File: src/rtl/spi_master_rx.sv
// rtl/spi_master_rx.sv - SPI master receive shifter: packs single/quad samples into 32-bit words.
// Optional SPI_MASTER_RX_BSWAP_EN byte-swaps each word as it is pushed.
module spi_master_rx (
  input  logic        clk,
  input  logic        rstn,
  input  logic        en,
  input  logic        rx_edge,
  output logic        rx_done,
  input  logic        sdi0,
  input  logic        sdi1,
  input  logic        sdi2,
  input  logic        sdi3,
  input  logic        en_quad_in,
  input  logic [15:0] counter_in,
  input  logic        counter_in_upd,
  output logic [31:0] data,
  output logic        data_valid,
  input  logic        data_ready,
  output logic        clk_en_o
);

  typedef enum logic [1:0] {IDLE, RECEIVE, WAIT_FIFO, WAIT_DONE} state_e;

  state_e      state_q, state_d;
  logic [15:0] counter_q, counter_d;
  logic [15:0] trgt_q, trgt_d;
  logic [31:0] sh_q, sh_d;
  logic [31:0] data_q, data_d;
  logic        valid_q, valid_d;
  logic [31:0] sh_next, push_word;
  logic        rx_active, done, reg_done, push;

  always_comb begin
    sh_next = en_quad_in ? {sh_q[27:0], sdi3, sdi2, sdi1, sdi0} : {sh_q[30:0], sdi0};
`ifdef SPI_MASTER_RX_BSWAP_EN
    push_word = {sh_next[7:0], sh_next[15:8], sh_next[23:16], sh_next[31:24]};
`else
    push_word = sh_next;
`endif
    trgt_d = trgt_q;
    if (counter_in_upd) begin
      trgt_d = en_quad_in ? {2'b00, counter_in[15:2]} : counter_in;
    end
    rx_active = rx_edge && (state_q == RECEIVE);
    done      = rx_active && (counter_q == trgt_q - 16'd1);
    reg_done  = rx_active && (en_quad_in ? (counter_q[2:0] == 3'h7) : (counter_q[4:0] == 5'h1F));
    push      = done || reg_done;
  end

  // Post-push data_valid is always 1, so "output free next cycle" reduces to data_ready.
  always_comb begin
    state_d   = state_q;
    counter_d = counter_q;
    sh_d      = sh_q;
    data_d    = data_q;
    valid_d   = valid_q && !data_ready;
    clk_en_o  = 1'b0;
    case (state_q)
      IDLE: begin
        if (en) begin
          state_d   = RECEIVE;
          counter_d = 16'd0;
        end
      end
      RECEIVE: begin
        clk_en_o = 1'b1;
        if (rx_edge) begin
          counter_d = counter_q + 16'd1;
          sh_d      = sh_next;
          if (push) begin
            data_d  = push_word;
            valid_d = 1'b1;
            sh_d    = 32'd0;
          end
          if (done) begin
            counter_d = 16'd0;
            state_d   = data_ready ? IDLE : WAIT_DONE;
          end else if (reg_done && !data_ready) begin
            state_d = WAIT_FIFO;
          end
        end
      end
      WAIT_FIFO: begin
        if (valid_q && data_ready) state_d = RECEIVE;
      end
      WAIT_DONE: begin
        if (valid_q && data_ready) state_d = IDLE;
      end
      default: state_d = IDLE;
    endcase
  end

  always_ff @(posedge clk or negedge rstn) begin
    if (!rstn) begin
      state_q   <= IDLE;
      counter_q <= 16'd0;
      trgt_q    <= 16'h8;
      sh_q      <= 32'd0;
      data_q    <= 32'd0;
      valid_q   <= 1'b0;
    end else begin
      state_q   <= state_d;
      counter_q <= counter_d;
      trgt_q    <= trgt_d;
      sh_q      <= sh_d;
      data_q    <= data_d;
      valid_q   <= valid_d;
    end
  end

  assign rx_done    = done;
  assign data       = data_q;
  assign data_valid = valid_q;

endmodule

File: config.mk
export PLATFORM = sky130hd
export DESIGN_NAME = spi_master_rx
export DESIGN_NICKNAME = d
export VERILOG_FILES = /design/src/rtl/spi_master_rx.sv
export SDC_FILE = /design/constraint.sdc
export NUM_CORES = 1
export LEC_CHECK = 0
export CAP_MARGIN = 40
export CORE_MARGIN = 3
export CORE_UTILIZATION = 61
export DETAILED_ROUTE_END_ITERATION = 10
export PLACE_DENSITY = 0.94
export RECOVER_POWER = 50
export SLEW_MARGIN = 20
export SYNTH_ARGS = -nofsm -noshare
export SYNTH_HDL_FRONTEND = slang
export SYNTH_SLANG_ARGS = --single-unit
File: constraint.sdc
create_clock -name clk -period 8.2 [get_ports clk]
set_clock_uncertainty 0.15 [all_clocks]
set_input_delay 0.82 -clock clk [delete_from_list [all_inputs] [get_ports clk]]
set_output_delay 0.82 -clock clk [all_outputs]
set_load 0.01 [all_outputs]
==> flow_summary.yaml, run 1 <==
placed_design:
  gp_congestion: 0.8888
  dpl.hpwl_mm: 7.983
  place_inst: 643
  io_buffers: 61
timing:
  finalCritPeriodShare_pct: 59.92
  final.setup.tns_ps: 0
  rsz0062_at_grt: "no"
  fmax_mhz: 203.5
  setup_viol: 0
  drv_slew: 150
  hold_violations: 0
  slew_headroom_pct: -95.87
  worst_slew_pin_slew_ps: 2938
  finalCriticalPeriod_ps: 4914
floorplanning:
  die_area_mm2: 0.009771
  die-height_um: 98.85
  start_util_pct: 63.36
  core_mm2: 0.008299
  io_pins: 62
  dieWidth_um: 98.85
  rows: 33
worst_hold_path:
  whs_path_depth: 2
  holdPathEnd: "sh_q[29]"
  min_from: "sh_q[29]"
  hold_class: "flop to flop"
clocking:
  clk_path_buf_depth: 2
  cts_setup_buffers: 0
  cts_tree: "yes"
  cts_buffers: 9
  cts_hold_buf: 0
  clk_pin_slew_worst_paths_ps: 100
  cts_max_level: 3
  cts.sinks: 98
  clock_latency_ps: 380
  cts-root-buf: "clkbuf_8"
  cts_resized: 0
run_status:
  violations: "max-capacitance violations, max-slew violations"
  status: "complete, but fails checks"
setup_path:
  path_max_fanout: 68
  r2r_start: "trgt_q[0]"
  startpoint: "rx_edge"
  critPathKind: "input pin to output pin"
  cp.required_ps: 7230
  rrSetupSlack_ps: 4310
  worst_setup_path_end_kind: "output pin"
  rr_worst_depth: 9
  critPathLaunchType: "input pin"
  r2r_end: "data[31]"
  worst_ep_arrival_time_ps: 3940
logic_synthesis:
  syn_nets: 536
  synthArstFlopShare_pct: 100.0
  ys_warn_count: 0
  synth_ff_type: "dfrtp_1"
  synth_seq_cells: 98
  yosysSeqAreaShare_pct: 46.66
  syn_area_mm2: 0.005259
  syn_inst: 505
  yosysUniqueCellTypes: 51
  post_synth.cell_area_avg_um2: 10.41
  synth_edf_count: 0
cells_and_area:
  final_layout_size_suffix_gt1_share_pct: 14.08
  final_common_cell: "dfrtp_1"
  instances_no_fill: 659
  syn_to_final_growth_pct: 15.13
  antenna_cells: 0
  nets: 580
  layout_common_cells: "dfrtp_1, clkdlybuf4s50_1, nand2_1, o21ai_0"
power_and_ir_drop:
  vdd.ir_drop.worst_v: 0.0001902
  p_int_uw: 1056
  seqPwrFrac_pct: 45.2
  pwr-share-comb_pct: 35.9
  p_sw_share_pct: 36.17
  leakagePower_uw: 0.002657
  p_sw_uw: 598.2
  p_per_area_mw_per_mm2: 273.1
  p_clk_share_pct: 18.9
global_routing:
  grt_pass1_wl_mm: 19.54
  antenna_found_initial: 0
  grt_max_degree: 69
  grt_usage_pct: 24.54
  grt_pass1_vias: 4054
  grt_overflow: 0
detailed_routing:
  drtPass1Iterations: 5
  final_antenna_net_count: 0
  num_vias: 3979
  routedWlPerCell_um: 17.75
  wl_mm: 11.70
  drcViolationCount: 0
  vias_per_cell: 6.038
  drtIter0Drc: 265
job:
  maxCapViolations: 3
-- Yosys cell counts, types with 11 or more instances --
library cell | n | share of area (%)
nand2_1 | 48 | 3.4
inv_1 | 20 | 1.4
nand3_1 | 31 | 3.0
mux2i_1 | 31 | 5.9
nor3_1 | 15 | 1.4
o21ai_0 | 32 | 3.0
a21oi_1 | 18 | 1.7
o31ai_1 | 12 | 1.7
clkbuf_1 | 19 | 1.4
mux2_2 | 27 | 5.8
xnor2_1 | 18 | 3.0
xor2_1 | 11 | 1.8
dfrtp_1 | 97 | 46
mux2_4 | 21 | 6.0
nor2_1 | 25 | 1.8
-- through the flow --
| step | setup WS (ps) | total power (uW) | instance area, um^2 | hold WS (ps) | util [%] |
|---|---|---|---|---|---|
| finish | 3286 | 1654 | 6055 | 352.3 | 72.95 |
| floorplan | 4990 | 1092 | 5259 | 296.0 | - |
| detailed placement | 3362 | 1343 | 5873 | 330.5 | 70.77 |
| CTS | 3348 | 1655 | 6066 | 318.7 | 73.09 |
| global placement | 3430 | 1303 | 5858 | 311.7 | 70.59 |
| global route | 2457 | 1754 | 6055 | 383.2 | 72.95 |
-- metal layers --
layer	wire (um)	track usage [%]	up-vias
li1	-	-	1869
met1	4951	32.97	1965
met2	6016	40.81	129
met3	551	4.105	16
met4	176	7.878	0
met5	0	0	-
-- power by group through the flow --
stage / clock network [uW] / logic, uW / registers (uW)
after floorplan: 0 / 353 / 740
after global placement: 0 / 561 / 742
after detailed placement: 0 / 590 / 753
after CTS: 313 / 597 / 745
after global routing: 336 / 653 / 764
final: 313 / 593 / 748
-- layout make-up --
| type | count | area (um^2) |
|---|---|---|
| fillers | 548 | 2245 |
| well taps | 105 | 131.4 |
| clock inverters | 7 | 68.82 |
| inverters | 20 | 75.07 |
| repair buffers | 65 | 629.4 |
| clock buffers | 9 | 123.9 |
| multi-input cells | 355 | 2572 |
| flip-flops and latches | 98 | 2454 |
-- flip-flops by register name (all words and copies together) (netlist names) --
signal      flops
state_q         2
sh_q           31
data_valid      1
trgt_q         16
data           32
counter_q      16
-- critical path: stages --
cell and delay (ps):
clkdlybuf4s50_1 480, nand3b_1 80, buf_4 310, or3_1 430, nor4_1 240, and3_1 290
nand4_4 360, inv_1 300, clkdlybuf4s50_1 610
-- worst max-delay path by stage --
stage | end | depth (start not counted)
after floorplan | rx_done | 8
after global placement | rx_done | 9
after detailed placement | rx_done | 9
after CTS | rx_done | 9
after global routing | data[13] | 2
final | rx_done | 9
-- kinds of logic (layout without fill, tap and decap cells) --
group,after synthesis,after routing,synth area share (%)
adder cells (fa/ha/maj),4,4,0.9517
multiplexers,79,79,17.68
flip-flops,98,98,46.66
buffers and inverters,52,101,4.425
AND/OR/NAND/NOR,164,164,16.23
XOR/XNOR,29,29,4.830
AO/OA/AOI/OAI,79,79,9.232
(Power assumes the default switching activity.)
==> inputs of run 2 (changes only) <==
- CORE_UTILIZATION: 61 -> 56
- PLACE_DENSITY: 0.94 -> 0.88
- clock period: 8.2 -> 5.1 ns (I/O delays scaled with it)
==> run 2 against run 1 <==
The flow still finishes with violations (max-capacitance violations, max-slew violations). Via count is 1.4% lower. Clock power is 54% higher. Register-to-register slack worse by 3000 ps. Wire length is 4.4% lower. Largest power group unchanged. Flip-flop and latch count stayed put.
==> flow_summary.yaml, run 2 (synthesized netlist as in run 1, its figures left out) <==
global_routing:
  grt_overflow: 0
  grt_pass1_wl_mm: 19.00
  grt_max_degree: 68
  antenna_found_initial: 0
  grt_pass1_vias: 3949
  grt_usage_pct: 22.50
timing:
  setup_viol: 0
  slew_headroom_pct: -90.92
  finalCriticalPeriod_ps: 4360
  finalCritPeriodShare_pct: 85.48
  fmax_mhz: 229.4
  final.setup.tns_ps: 0
  hold-worst-slack_ps: 360.2
  rsz0062_at_grt: "no"
  drv_slew: 93
  worst_slew_pin_slew_ps: 2864
  hold_violations: 0
floorplanning:
  start_util_pct: 58.87
  rows: 34
  dieWidth_um: 102.9
  die_area_mm2: 0.01059
  io_pins: 62
  core_mm2: 0.008934
  die-height_um: 102.9
placed_design:
  dpl.hpwl_mm: 7.904
  io_buffers: 61
  gp_congestion: 0.8745
power_and_ir_drop:
  vdd.ir_drop.worst_v: 0.0003060
  p_per_area_mw_per_mm2: 425.4
  leakagePower_uw: 0.002724
clocking:
  cts_buffers: 9
  clk_path_buf_depth: 2
  cts.sinks: 98
  cts_hold_buf: 1
  cts_resized: 0
  clock_latency_ps: 370
  cts-root-buf: "clkbuf_8"
  cts_setup_buffers: 0
  cts_max_level: 3
  cts_tree: "yes"
  clk_pin_slew_worst_paths_ps: 100
detailed_routing:
  vias_per_cell: 5.920
  drtIter0Drc: 225
  num_vias: 3925
  routedWlPerCell_um: 16.86
  drcViolationCount: 0
  wl_mm: 11.18
  drtPass1Iterations: 5
  final_antenna_net_count: 0
setup_path:
  path_max_fanout: 25
  setup.worst_path.end: "rx_done"
  worst_setup_path_end_kind: "output pin"
  startpoint: "trgt_q[9]"
  r2r_start: "trgt_q[9]"
  rrSetupSlack_ps: 1310
  worst_ep_arrival_time_ps: 3700
  critPathLaunchType: "flop"
  rr_worst_depth: 7
  critPathKind: "flop to output pin"
  r2r_end: "data[31]"
  cp.required_ps: 4440
worst_hold_path:
  hold_class: "flop to flop"
cells_and_area:
  layout_common_cells: "dfrtp_1, nand2_1, dlygate4sd3_1, o21ai_0"
  syn_to_final_growth_pct: 15.27
  final_layout_size_suffix_gt1_share_pct: 14.23
  largest_register_ffs: 32
  final_common_cell: "dfrtp_1"
  nets: 581
  antenna_cells: 0
run_status:
  status: "complete, but fails checks"
  violations: "max-capacitance violations, max-slew violations"
job:
  maxCapViolations: 2
==> run 2: cell count changes in the layout (fill, tap and decap cells not counted), sizes merged <==
cell,previous run,this run
clkinvlp,0,2
dlygate4sd3,1,35
clkinv,2,3
clkdlybuf4s50,58,25
inv,25,22
==> run 2: area by class of cell <==
cell class,count,area (um^2)
clock inverter,7,61.31
inverter,20,75.07
sequential,98,2454
tap,108,135.1
multi-input combinational,355,2572
clock buffer,9,123.9
fill,669,2872
timing repair buffer,66,640.6
==> run 2: critical path, stage by stage (launching register included) <==
cell             delay [ps]
dfrtp_1                 470
nor4_1                  520
nand2_1                 130
or4_1                   530
a211oi_2                400
nand4_4                 380
inv_1                   310
clkdlybuf4s50_1         580
==> run 2: power breakdown <==
part | leakage, uW | switching, uW | internal [uW] | total [uW]
sequential | 0.00126 | 188 | 1000 | 1190
clock | 0.0000879 | 297 | 185 | 482
combinational | 0.00138 | 437 | 470 | 907
total | 0.00272 | 922 | 1660 | 2580
==> run 2: routing by layer <==
| metal | routed length, um | global-route usage [%] | up-vias | share of wire [%] |
|---|---|---|---|---|
| met3 | 538 | 4.871 | 10 | 4.8 |
| met4 | 116 | 6.076 | 0 | 1.0 |
| li1 | - | - | 1876 | - |
| met5 | 0 | 0 | - | 0 |
| met1 | 4946 | 30.13 | 1943 | 44 |
| met2 | 5578 | 37.25 | 96 | 50 |
==> run 2: worst min-delay path by stage <==
stage / start / end / slack [ps] / depth (start not counted)
global placement: sh_q[28] / sh_q[28] / 310 / 2
finish: sh_q[30] / sh_q[30] / 360 / 2
CTS: sh_q[30] / sh_q[30] / 360 / 2
global route: sh_q[30] / sh_q[30] / 380 / 2
floorplan: rstn / counter_q[0] / 60 / 0
detailed placement: sh_q[30] / sh_q[30] / 340 / 2
==> run 2: stage by stage <==
stage / utilization (%) / worst slack [ps] / power, uW / cells / instance area, um^2
after floorplan: - / 2157 / 1757 / 505 / 5259
after global placement: 65.62 / 1219 / 2101 / 645 / 5862
after CTS: 67.97 / 775.9 / 2630 / 663 / 6072
after global routing: 67.86 / 434.1 / 2759 / 663 / 6062
after detailed placement: 65.78 / 1155 / 2146 / 646 / 5877
final: 67.86 / 740.3 / 2579 / 663 / 6062
